$ cat config.mk
export PLATFORM = sky130hd
export DESIGN_NAME = uart_tx_arbiter_flat
export DESIGN_NICKNAME = d
export VERILOG_FILES = /design/src/rtl/uart_tx_arbiter_if.sv /design/src/rtl/uart_tx_arbiter.sv /design/src/flat_wrapper.sv
export SDC_FILE = /design/constraint.sdc
export NUM_CORES = 1
export LEC_CHECK = 0
export CORE_MARGIN = 4
export CORE_UTILIZATION = 30
export DETAILED_ROUTE_END_ITERATION = 10
export PLACE_DENSITY_LB_ADDON = 0.1
export SLEW_MARGIN = 20
export SYNTH_ARGS = -nofsm -noshare
export SYNTH_HDL_FRONTEND = slang
export SYNTH_SLANG_ARGS = --single-unit
$ cat constraint.sdc
create_clock -name clk -period 3.68 [get_ports clk]
set_input_delay 0.368 -clock clk [delete_from_list [all_inputs] [get_ports clk]]
set_output_delay 0.368 -clock clk [all_outputs]
set_load 0.005 [all_outputs]
$ cat src/rtl/uart_tx_arbiter_if.sv
// uart_tx_arbiter_if: byte-stream bundle between NUM_REQ requesters, the
// round-robin arbiter and the UART transmitter.
//   req_valid/req_data/req_last/req_ready : per-requester beat handshake
//   grant                                 : one-hot current owner
//   busy                                  : arbiter transferring or holding a byte
//   tx_data/tx_valid/tx_ready             : byte handshake toward the UART TX core
// master = requesters + transmitter side, slave = the arbiter.
interface uart_tx_arbiter_if #(
  parameter int unsigned NUM_REQ = 4,
  parameter int unsigned DATA_W  = 8
);
  logic [NUM_REQ-1:0]        req_valid;
  logic [NUM_REQ*DATA_W-1:0] req_data;
  logic [NUM_REQ-1:0]        req_last;
  logic [NUM_REQ-1:0]        req_ready;
  logic [NUM_REQ-1:0]        grant;
  logic                      busy;
  logic [DATA_W-1:0]         tx_data;
  logic                      tx_valid;
  logic                      tx_ready;

  modport master (
    output req_valid, req_data, req_last, tx_ready,
    input  req_ready, grant, busy, tx_data, tx_valid
  );

  modport slave (
    input  req_valid, req_data, req_last, tx_ready,
    output req_ready, grant, busy, tx_data, tx_valid
  );
endinterface

$ cat src/rtl/uart_tx_arbiter.sv
// uart_tx_arbiter: shares one UART transmit path among NUM_REQ byte-stream
// requesters. Round-robin arbitration at packet granularity, with a burst cap
// of MAX_BURST beats per grant, feeding a registered one-entry output stage.
// Ports:
//   clk   : system clock
//   rst_n : asynchronous active-low reset
//   bus   : uart_tx_arbiter_if.slave (requester beats, grant, busy, tx byte)
module uart_tx_arbiter #(
  parameter int unsigned NUM_REQ   = 4,
  parameter int unsigned DATA_W    = 8,
  parameter int unsigned MAX_BURST = 16
) (
  input logic              clk,
  input logic              rst_n,
  uart_tx_arbiter_if.slave bus
);

  localparam int unsigned IDX_W = (NUM_REQ > 1) ? $clog2(NUM_REQ) : 1;
  localparam int unsigned CNT_W = $clog2(MAX_BURST + 1);

  typedef enum logic {IDLE, XFER} state_e;

  state_e              state_q, state_d;
  logic [NUM_REQ-1:0]  grant_q, grant_d;
  logic [IDX_W-1:0]    last_q, last_d;     // last winner; owner index while in XFER
  logic [CNT_W-1:0]    cnt_q, cnt_d;
  logic [DATA_W-1:0]   tx_data_q, tx_data_d;
  logic                tx_valid_q, tx_valid_d;

  logic [IDX_W-1:0]    win;
  logic                win_found;
  int unsigned         cand;
  logic                own_valid, own_last;
  logic [DATA_W-1:0]   own_data;
  logic                out_free, accept, burst_done;

  // Round-robin pick: first requesting index after the previous winner.
  always_comb begin
    win       = '0;
    win_found = 1'b0;
    cand      = 0;
    for (int unsigned k = 1; k <= NUM_REQ; k++) begin
      cand = (32'(last_q) + k) % NUM_REQ;
      if (!win_found && bus.req_valid[IDX_W'(cand)]) begin
        win       = IDX_W'(cand);
        win_found = 1'b1;
      end
    end
  end

  // Owner's beat, selected by the registered owner index.
  always_comb begin
    own_valid = 1'b0;
    own_last  = 1'b0;
    own_data  = '0;
    for (int unsigned i = 0; i < NUM_REQ; i++) begin
      if (last_q == IDX_W'(i)) begin
        own_valid = bus.req_valid[i];
        own_last  = bus.req_last[i];
        own_data  = bus.req_data[i*DATA_W +: DATA_W];
      end
    end
  end

  // Output stage can take a byte when empty or draining this cycle.
  assign out_free   = !tx_valid_q || bus.tx_ready;
  assign accept     = (state_q == XFER) && own_valid && out_free;
  assign burst_done = (cnt_q + CNT_W'(1)) == CNT_W'(MAX_BURST);

  always_ff @(posedge clk or negedge rst_n) begin
    if (!rst_n) begin
      state_q    <= IDLE;
      grant_q    <= '0;
      last_q     <= IDX_W'(NUM_REQ - 1);
      cnt_q      <= '0;
      tx_data_q  <= '0;
      tx_valid_q <= 1'b0;
    end else begin
      state_q    <= state_d;
      grant_q    <= grant_d;
      last_q     <= last_d;
      cnt_q      <= cnt_d;
      tx_data_q  <= tx_data_d;
      tx_valid_q <= tx_valid_d;
    end
  end

  always_comb begin
    state_d    = state_q;
    grant_d    = grant_q;
    last_d     = last_q;
    cnt_d      = cnt_q;
    tx_data_d  = tx_data_q;
    tx_valid_d = tx_valid_q;

    // Drain first; an accepted beat below overrides it (drain + load).
    if (tx_valid_q && bus.tx_ready) begin
      tx_valid_d = 1'b0;
    end

    unique case (state_q)
      IDLE: begin
        if (win_found) begin
          state_d      = XFER;
          grant_d      = '0;
          grant_d[win] = 1'b1;
          last_d       = win;
          cnt_d        = '0;
        end
      end
      XFER: begin
        if (accept) begin
          tx_data_d  = own_data;
          tx_valid_d = 1'b1;
          cnt_d      = cnt_q + CNT_W'(1);
          if (own_last || burst_done) begin
            state_d = IDLE;
            grant_d = '0;
          end
        end
      end
      default: state_d = IDLE;
    endcase
  end

  always_comb begin
    bus.req_ready = '0;
    for (int unsigned i = 0; i < NUM_REQ; i++) begin
      if ((state_q == XFER) && (last_q == IDX_W'(i))) begin
        bus.req_ready[i] = out_free;
      end
    end
    bus.grant    = grant_q;
    bus.tx_data  = tx_data_q;
    bus.tx_valid = tx_valid_q;
    bus.busy     = (state_q == XFER) || tx_valid_q;
  end

endmodule

$ cat src/flat_wrapper.sv
// flat-port wrapper written by rule: the top's interface ports become plain ports
module uart_tx_arbiter_flat 
#(
  parameter int unsigned NUM_REQ   = 4,
  parameter int unsigned DATA_W    = 8,
  parameter int unsigned MAX_BURST = 16
)
  (clk, rst_n, bus_req_valid, bus_req_data, bus_req_last, bus_tx_ready, bus_req_ready, bus_grant, bus_busy, bus_tx_data, bus_tx_valid);
  uart_tx_arbiter_if #(.NUM_REQ(NUM_REQ), .DATA_W(DATA_W)) bus_i ();
  input logic clk;
  input logic rst_n;
  input wire logic [$bits(bus_i.req_valid)-1:0] bus_req_valid;
  input wire logic [$bits(bus_i.req_data)-1:0] bus_req_data;
  input wire logic [$bits(bus_i.req_last)-1:0] bus_req_last;
  input wire logic [$bits(bus_i.tx_ready)-1:0] bus_tx_ready;
  output wire logic [$bits(bus_i.req_ready)-1:0] bus_req_ready;
  output wire logic [$bits(bus_i.grant)-1:0] bus_grant;
  output wire logic [$bits(bus_i.busy)-1:0] bus_busy;
  output wire logic [$bits(bus_i.tx_data)-1:0] bus_tx_data;
  output wire logic [$bits(bus_i.tx_valid)-1:0] bus_tx_valid;
  assign bus_i.req_valid = bus_req_valid;
  assign bus_i.req_data = bus_req_data;
  assign bus_i.req_last = bus_req_last;
  assign bus_i.tx_ready = bus_tx_ready;
  assign bus_req_ready = bus_i.req_ready;
  assign bus_grant = bus_i.grant;
  assign bus_busy = bus_i.busy;
  assign bus_tx_data = bus_i.tx_data;
  assign bus_tx_valid = bus_i.tx_valid;
  uart_tx_arbiter #(.NUM_REQ(NUM_REQ), .DATA_W(DATA_W), .MAX_BURST(MAX_BURST)) u_core (.clk(clk), .rst_n(rst_n), .bus(bus_i));
endmodule
# Yosys cells after proc, flatten, opt, wreduce, memory -nomap -nowiden
# Index checks and enable logic that the tools add are counted.
# word_totals
reg_bits	21
in_bits	43
output_inout_bits	18
word_cells	96
# op_classes
add_sub_neg	5
order_cmp	6
n_eq_ne	7
n_mux	48
n_bitwise	1
n_reduce_logical	23
# ops
operator	count
8-bit two-way mux	4
1-bit two-way mux	27
2-bit by 3-bit < comparator with 1-bit output, second input constant	5
4-bit two-way mux	3
1-bit logical AND	11
5-bit two-way mux	2
5-bit one-hot mux with 2 select lines	1
1-bit binary-select mux with 2-bit select	4
2-bit two-way mux	4
4-bit one-hot mux with 2 select lines	1
2-bit AND reduction	3
5-bit by 1-bit adder with 5-bit output, second input constant	1
5-bit == test, second input constant	1
2-bit by 1-bit adder with 2-bit output, second input constant	2
2-bit adder, second input constant	2
2-bit == test, second input constant	2
1-bit logical NOT	4
2-bit != test, second input constant	2
1-bit logical OR	3
3-bit AND reduction	1
1-bit demux with 2-bit select	1
2-bit by 1-bit == test with 1-bit output, second input constant	1
2-bit by 1-bit >= comparator with 1-bit output, second input constant	1
2-bit logical NOT	1
other kinds (3)	3

# Logic depth before layout (Yosys ltp)
# logic_depth
depth_word	19
ltp_mapped	10
mapped_depth_nobuf	7

# Worst setup path after synthesis
# Ideal clock, no wire load.
# synth_timing
kind	flip-flop to flip-flop
startpoint	register u_core.last_q[0]
endpoint	register u_core.grant_q[1], in the netlist u_core.bus.grant[1]
setup_ns	0.121
arrival_time_ns	2.692
t_required_ns	3.559
slack_ns	0.867
path_stages_with_launch	10
path_buffers	3
period_less_slack_ns	2.813
cell_sequence	dfstp_2 -> buf_6 -> clkbuf_1 -> inv_1 -> ha_1 -> clkbuf_1 -> mux4_2 -> a211o_1 -> o221a_1 -> a22o_1
# synth_via
elab_chain_cells	19
elab_cells_between_ends	52
cone_classes	add/sub (4); order compare (2); eq/ne (6); mux (28); reduce/logical (12)
# synth_lines
element	line_no	rtl
from (decl)	uart_tx_arbiter.sv:25	logic [IDX_W-1:0] last_q, last_d;
from (signal assigned)	uart_tx_arbiter.sv:74	last_q <= IDX_W'(NUM_REQ - 1);
from (signal assigned)	uart_tx_arbiter.sv:81	last_q <= last_d;
2-bit by 1-bit adder with 2-bit output	uart_tx_arbiter.sv:43	cand = (32'(last_q) + k) % NUM_REQ;
1-bit binary-select mux with 2-bit select	uart_tx_arbiter.sv:44	if (!win_found && bus.req_valid[IDX_W'(cand)]) begin
1-bit two-way mux (implied by the code)	uart_tx_arbiter.sv:44	
1-bit two-way mux	uart_tx_arbiter.sv:44	
1-bit logical NOT	uart_tx_arbiter.sv:44	
1-bit logical AND	uart_tx_arbiter.sv:44	
1-bit two-way mux	uart_tx_arbiter.sv:44	
1-bit logical NOT	uart_tx_arbiter.sv:44	
[3 not listed]	--	
1-bit logical AND	uart_tx_arbiter.sv:44	
2-bit two-way mux	uart_tx_arbiter.sv:44	
2-bit by 3-bit < comparator with 1-bit output (implied by the code) or 2-bit by 1-bit >= comparator with 1-bit output (tied branches)	uart_tx_arbiter.sv:106	grant_d[win] = 1'b1;
1-bit logical AND (implied by the code)	uart_tx_arbiter.sv:106	
1-bit two-way mux (implied by the code)	uart_tx_arbiter.sv:106	
1-bit demux with 2-bit select	--	
4-bit two-way mux	uart_tx_arbiter.sv:103	if (win_found) begin
4-bit one-hot mux with 2 select lines	uart_tx_arbiter.sv:101	unique case (state_q)
to (signal assigned)	uart_tx_arbiter.sv:80	grant_q <= grant_d;
to (decl)	uart_tx_arbiter.sv:24	logic [NUM_REQ-1:0] grant_q, grant_d;
# Several ways; a longest one is shown, not always the timed one. The select of a mux whose other input is x is not followed.
# A chain may end at the register's enable or synchronous reset.

# Worst setup path in the final report
# layout_timing
startpoint	register u_core.last_q[0]
endpoint	output port bus_req_ready[2]
# layout_via
elab_chain_cells	3
# layout_lines
element	line_no	rtl
2-bit == test	uart_tx_arbiter.sv:129	if ((state_q == XFER) && (last_q == IDX_W'(i))) begin
1-bit logical AND	uart_tx_arbiter.sv:129	
1-bit two-way mux	uart_tx_arbiter.sv:129	
to (decl)	flat_wrapper.sv:16	output wire logic [$bits(bus_i.req_ready)-1:0] bus_req_ready;
# No other way between the ends.

==> impl_results.md <==
* Die height at 80.26 microns
* Setup repair after global routing missed its margin: false
* Total core area at 0.005075 sq mm
* H-tree level count at 1
* Crit Path Max Fanout at 21
* Post-placement setup slack at 1.044 ns
* Skew final at 0.002666 ns
* Async S/R FF share, synth at 100.0%
* Remaining global-route overflow at 0
* Highest-delay cell along the critical path: dfstp_2
* Achievable clock frequency at 376.6 MHz
* Maximum number of pins on one net before global-route repair at 23
* Fill count at 530
* Vias in the first global route at 1393
* Final Core Density at 44.38%
* Ratio of routed vias to standard cells at 4.930
* Setup TNS at 0 ns
* Initial antenna violation count at 0
* Layout Area Growth over Synthesis at 43.77%
* Post-Syn Area per Cell at 8.901 sq um
* Initial Util at 30.87%
* Wire length after detailed routing at 4311 microns
* Unique cell type count in the Yosys netlist at 41
* Synth Net Count at 224
* Number of cells produced by synthesis at 176
* Maximum VDD drop at 345.8 uV
* Number of endpoints failing setup at the final stage at 0
* Count of TritonRoute iterations in the first routing pass at 4
* Transition time at the pin with the least slew margin at 0.6217 ns
* TritonCTS clock tree: built
* Area share of the leading cell type in the synthesized netlist at 30.35%
* Buffers on Ports at 60
* Hold Slack at 0.05809 ns
* Sort of element at the end of the critical path: output port
* Clock tree sinks at 21
* Number of diodes added for antenna fixing at 0
* Worst EP arrival at 2.29 ns
* Fraction of the yosys area taken by sequential cells at 33.71%
* RD Place Congestion at 0.7853
* Detailed-route via count at 1479
* Post-detailed-placement cell area at 0.002208 sq mm
* Clock-pin transition on the worst setup and hold timing paths at 0.08 ns
* Syn Std Cell Area at 0.001567 sq mm
* Wire length of the first global-routing pass at 6762 microns
* Worst setup slack after layout at 1.025 ns
* Clock period minus worst slack at 2.655 ns
* Number of I/O pins at 61
* Flip-flop and latch count after synthesis at 21
* Final Max Slew Viols at 0
* Endpoint required time on the critical path at 3.31 ns
* Power density of the placed cells at 780.4 mW/mm^2
* Max-cap viol count at 0
* WP buf/inv at 2
* Critical path cell sequence: inv_1, ha_1, and3_1, clkdlybuf4s50_1
* Total half-perimeter wirelength after legalization and detailed placement at 3418 microns
* Cell types with the largest area share after synthesis: dfrtp_1 30%, mux4_2 5.8%, a21oi_1 5.1%
* Top flip-flop cell by instance count after synthesis: dfrtp_1
* Leakage power at 0.0008800 uW
* DRC violations left at 0
* Total global routing track utilization at 13.54%
* Largest buffer count on any clock path at 2
* Count of flip-flops with a built-in enable after synthesis at 0
* Cell row count at 26
* Worst hold path type: in -> async
* Synth warn at 0
* Hold violation count in the final report at 0
* Clock root cell: clkbuf_8
* Width of the die at 80.26 microns
* Run status: finished, final reports clean
* Cells resized by post-CTS repair at 0
* Top delay family on crit path: flip-flops
* CTS Buf Count at 3
* Final standard cell area without fillers at 0.002252 sq mm
* Setup Buffers After CTS at 0
* Crit path largest cell delay at 0.75 ns
* Biggest area consumer among synthesized cells: dfrtp_1
* FF-to-FF setup slack at 1.04 ns
* Routed wirelength normalized by instance count at 14.37 microns
* Clock Latency Late Sink at 0.26 ns
* Die ar. at 0.006442 sq mm
* Startpoint types: flip-flop
* Critical path class: reg -> out
* Share of final-layout standard cells stronger than drive strength 1 at 9.130%
* Ratio of final minimum period to clock period at 72.15%
* Hold Buf Count CTS at 0
* # nets final at 279
* Normalized max-slew margin at 58.55%
* Antenna viol nets, final at 0
* Detailed router's first-iteration violation count at 80
cells in the mapped netlist, types with 2 or more instances:
| cell | instances |
|---|---|
| a211o_1 | 2 |
| a21oi_1 | 16 |
| a221oi_1 | 8 |
| a22o_1 | 4 |
| and2_1 | 2 |
| and3_1 | 4 |
| buf_6 | 2 |
| clkbuf_1 | 9 |
| dfrtp_1 | 19 |
| dfstp_2 | 2 |
| ha_1 | 5 |
| inv_1 | 7 |
| mux2_2 | 2 |
| mux4_2 | 4 |
| nand2_1 | 20 |
| nand3_1 | 2 |
| nand3b_1 | 4 |
| nor2_1 | 5 |
| nor2b_1 | 12 |
| nor3_1 | 8 |
| o211ai_1 | 2 |
| o21ai_0 | 16 |
| o22ai_1 | 2 |
| xor2_1 | 2 |
worst reg2reg max path, stage by stage (launching register included):
cell,delay [ns]
dfstp_2,0.75
ha_1,0.52
a21oi_1,0.14
a221oi_1,0.41
o21a_1,0.35
mux2_2,0.36
per-stage QoR:
step | instances | power, uW
after floorplan | 176 | 1243
after global placement | 296 | 1624
after detailed placement | 296 | 1626
after CTS | 300 | 1786
after global routing | 300 | 1947
final | 300 | 1758
layout make-up:
| class | instances | area (sq um) | area share (%) |
|---|---|---|---|
| Sequential cell | 21 | 528.0 | 23.44 |
| Timing Repair Buffer | 62 | 610.6 | 27.11 |
| Clock inverter | 1 | 7.507 | 0.3333 |
| Tap cell | 70 | 87.58 | 3.889 |
| Clock buffer | 3 | 41.29 | 1.833 |
| Inverter | 7 | 26.28 | 1.167 |
| Multi-Input combinational cell | 136 | 950.9 | 42.22 |
where the power goes:
group	internal, uW	leakage [uW]	total (uW)	switching (uW)
logic	575	0.000594	1140	570
registers	340	0.000264	457	117
clock network	76.4	0.0000217	156	79.3
worst paths after layout:
path                                            start                    end  depth (start not counted)
worst max-delay path                 u_core.last_q[0]       bus_req_ready[2]                          4
worst min-delay path                            rst_n        u_core.cnt_q[3]                          1
worst max register to register       u_core.last_q[0]  u_core.bus.tx_data[6]                          5
worst min register to register  u_core.bus.tx_data[3]  u_core.bus.tx_data[3]                          2
max in group asynchronous                       rst_n       u_core.last_q[0]                          1
min in group clk                u_core.bus.tx_data[3]  u_core.bus.tx_data[3]                          2
cell usage in the layout (no fill, tap or decap), types with 3 or more instances in the layout:
cell type and count:
and3_1 4, a221oi_1 8, inv_1 7, a22o_1 4
ha_1 5, a21oi_1 16, mux4_2 4, o21ai_0 15
dfrtp_1 19, nor3_1 8, nand3b_1 4, clkdlybuf4s50_1 59
nor2_1 5, nor2b_1 12, nand2_1 20, clkbuf_8 3
state kept, by name, summed over array words and instances (netlist names):
register	count
u_core.bus.tx_data	8
u_core.cnt_q	5
u_core.bus.grant	4
u_core.last_q	2
u_core.bus.tx_valid	1
u_core.state_q	1
logic make-up after synthesis:
kind of cell	count (synthesis)	synth area share [%]
buffers and inverters	19	5.591
DFF	21	33.71
and+or+nand+nor	63	22.05
xor gates and xnor gates	2	1.118
adders and majority gates	5	3.994
muxes	6	7.189
AOI/OAI and AO/OA	60	26.36
routing by layer:
layer / share of wire (%) / routed length [microns] / global-route usage, %
met1: 43 / 1868 / 17.14
met2: 51 / 2184 / 22.43
met3: 3.3 / 143 / 2.018
met4: 2.7 / 115 / 6.419
met5: 0 / 0 / 0
Note: power is estimated with default switching activity, not from simulation.
==> patch, RTL diff (same settings) <==
Reset style: synchronous (`rst_n`), changed in one clocked block. Comments in the files are not updated.
--- a/src/rtl/uart_tx_arbiter.sv
+++ b/src/rtl/uart_tx_arbiter.sv
@@ -67,7 +67,7 @@
   assign accept     = (state_q == XFER) && own_valid && out_free;
   assign burst_done = (cnt_q + CNT_W'(1)) == CNT_W'(MAX_BURST);
 
-  always_ff @(posedge clk or negedge rst_n) begin
+  always_ff @(posedge clk) begin
     if (!rst_n) begin
       state_q    <= IDLE;
       grant_q    <= '0;
Function: differs if rst_n is asserted again (counterexample within 4 cycles, from zero or initial values and one cycle with rst_n low); with rst_n held inactive, the same outputs for 10 cycles.
==> patch against the unedited design <==
Cell count down 5.7%. Synthesized cell count unchanged. Sequential cell count unchanged. Utilization up 2.8 points. Routed wire length down 1.3%. Register-to-register slack worse by 0.23 ns. Power down 17%. Combinational power down 18%. Worst setup slack worse by 0.22 ns. Synthesized area down 7.7%. Critical path depth up 4. Design area down 5.7%. Fmax down 7.5%.
==> patch: results (changes against the unedited design) <==
stage,metric,value,unit,change
logic_synthesis,synth_xor_area_share,0,%,-1.1 points
global_route,grt_use_met2,21.1,%,-1.4 points
timing,whs,0.477,ns,+0.419 ns
setup_path,max_stage_delay,0.65,ns,-0.10 ns
power_and_ir_drop,ir_drop,207,uV,-40%
setup_path,arrival,3.08,ns,+0.79 ns
setup_path,rrSetupSlack,0.81,ns,-0.23 ns
finish,final_cells,283,,-5.7%
global_route,grt_max_degree,23,,unchanged
setup_path,crit_slowest_cell,dfxtp_1,,
finish,buffer_area_share,29.0,%,+1.9 points
finish,multi_input_gates,140,,+2.9%
finish,fillers,431,,-19%
logic_synthesis,yosysUniqueCellTypes,43,,+4.9%
global_route,grtUsageTotal,14.4,%,+0.89 points
global_route,use_met1,20.3,%,+3.2 points
floorplanning,dieArea,6000,um^2,-6.9%
place,routabilityCongestion,0.815,,+3.8%
detailed_routing,num_vias,1529,,+3.4%
power_and_ir_drop,p_sw,0.000613,W,-20%
timing,clock_skew,0.00265,ns,-0.0000137 ns
power_and_ir_drop,leakage,0.797,nW,-9.4%
logic_synthesis,synth_fa_ha_area_share,4.33,%,+0.33 points
finish,clkCellAreaFrac,2.12,%,-0.045 points
timing,relSlewSlack,54.2,%,-4.3 points
setup_path,reg2regPathDepth,8,,+3
global_route,met3_usage,2.78,%,+0.76 points
detailed_routing,drt_iter0_drc,115,,+44%
place,place_area,2080,um^2,-5.9%
finish,seq_cell_count,21,,unchanged
logic_synthesis,synthMuxAreaShare,7.96,%,+0.77 points
logic_synthesis,synth.area.top_cells,"dfxtp_1 29%, a21oi_1 6.9%, a211oi_1 5.2%",,
finish,stdcell_area,2120,um^2,-5.7%
logic_synthesis,ys_seq_area_share,29.1,%,-4.6 points
finish,multi_input_area_share,45.3,%,+3.1 points
detailed_routing,wl,4.26,mm,-1.3%
logic_synthesis,synth-async-reset-ratio,0,%,-100 points
setup_path,r2r_start,u_core.last_q[0],,
logic_synthesis,synth_common_cells,"21 x dfxtp_1, 20 x a21oi_1, 15 x nor2_1",,
status,outcome,finished clean,,
place,place_ws,0.826,ns,-0.218 ns
finish,final.clkbuf_count,4,,+1
clock_network,cts_resized,0,,unchanged
place,dpl.hpwl,3.34,mm,-2.3%
finish,drive_above_1_share,5.19,%,-3.9 points
finish,sh_seq_area,19.8,%,-3.6 points
min_path,worstHoldPathType,flip-flop to flip-flop,,
-- patch: cell count changes after synthesis, sizes merged, moves of 3 or more --
cell    delta
a22o       -4
a211oi    +10
nand2     -12
nor2b      -3
nor3       +5
dfrtp     -19
dfxtp     +21
inv        -4
mux2i      +4
a21oi      +3
o21ai     -11
nor2       +9
-- patch: routing by layer --
metal  routed length (um)  part of all wire, %
met1                 2170                   51
met2                 1760                   41
met3                  237                  5.6
met4                   80                  1.9
met5                    0                    0
-- patch: power groups by stage --
stage	Combinational (W)	Sequential [W]	Clock, W
floorplan	0.000633	0.000356	0
global placement	0.000922	0.000377	0
detailed placement	0.000928	0.000381	0
CTS	0.000933	0.000380	0.000157
global route	0.00103	0.000394	0.000169
finish	0.000931	0.000380	0.000153
-- patch: critical path: cells and delay by family, from the launching register on --
kind / cells / cell delay (ns)
AND/OR/NAND/NOR: 1 / 0.06
adder cells (fa/ha/maj): 1 / 0.45
flip-flops: 1 / 0.65
AO/OA/AOI/OAI: 4 / 1.26
buffers and inverters: 2 / 0.40
-- patch: how the worst max path moves through the flow --
| stage | slack, ns | cells after the start | endpoint |
|---|---|---|---|
| after CTS | 0.80 | 8 | u_core.bus.grant[3] |
| after global placement | 0.95 | 8 | u_core.bus.grant[3] |
| after global routing | 0.54 | 8 | u_core.bus.grant[1] |
| after detailed placement | 0.83 | 8 | u_core.bus.grant[3] |
| final | 0.81 | 8 | u_core.bus.grant[3] |
| after floorplan | 1.38 | 8 | u_core.last_q[0] |
-- patch: cell families after synthesis --
family | count (synthesis)
adders and majority gates | 5
AOI/OAI and AO/OA | 60
buffers and inverters | 15
DFF | 21
and+or+nand+nor | 68
muxes | 7
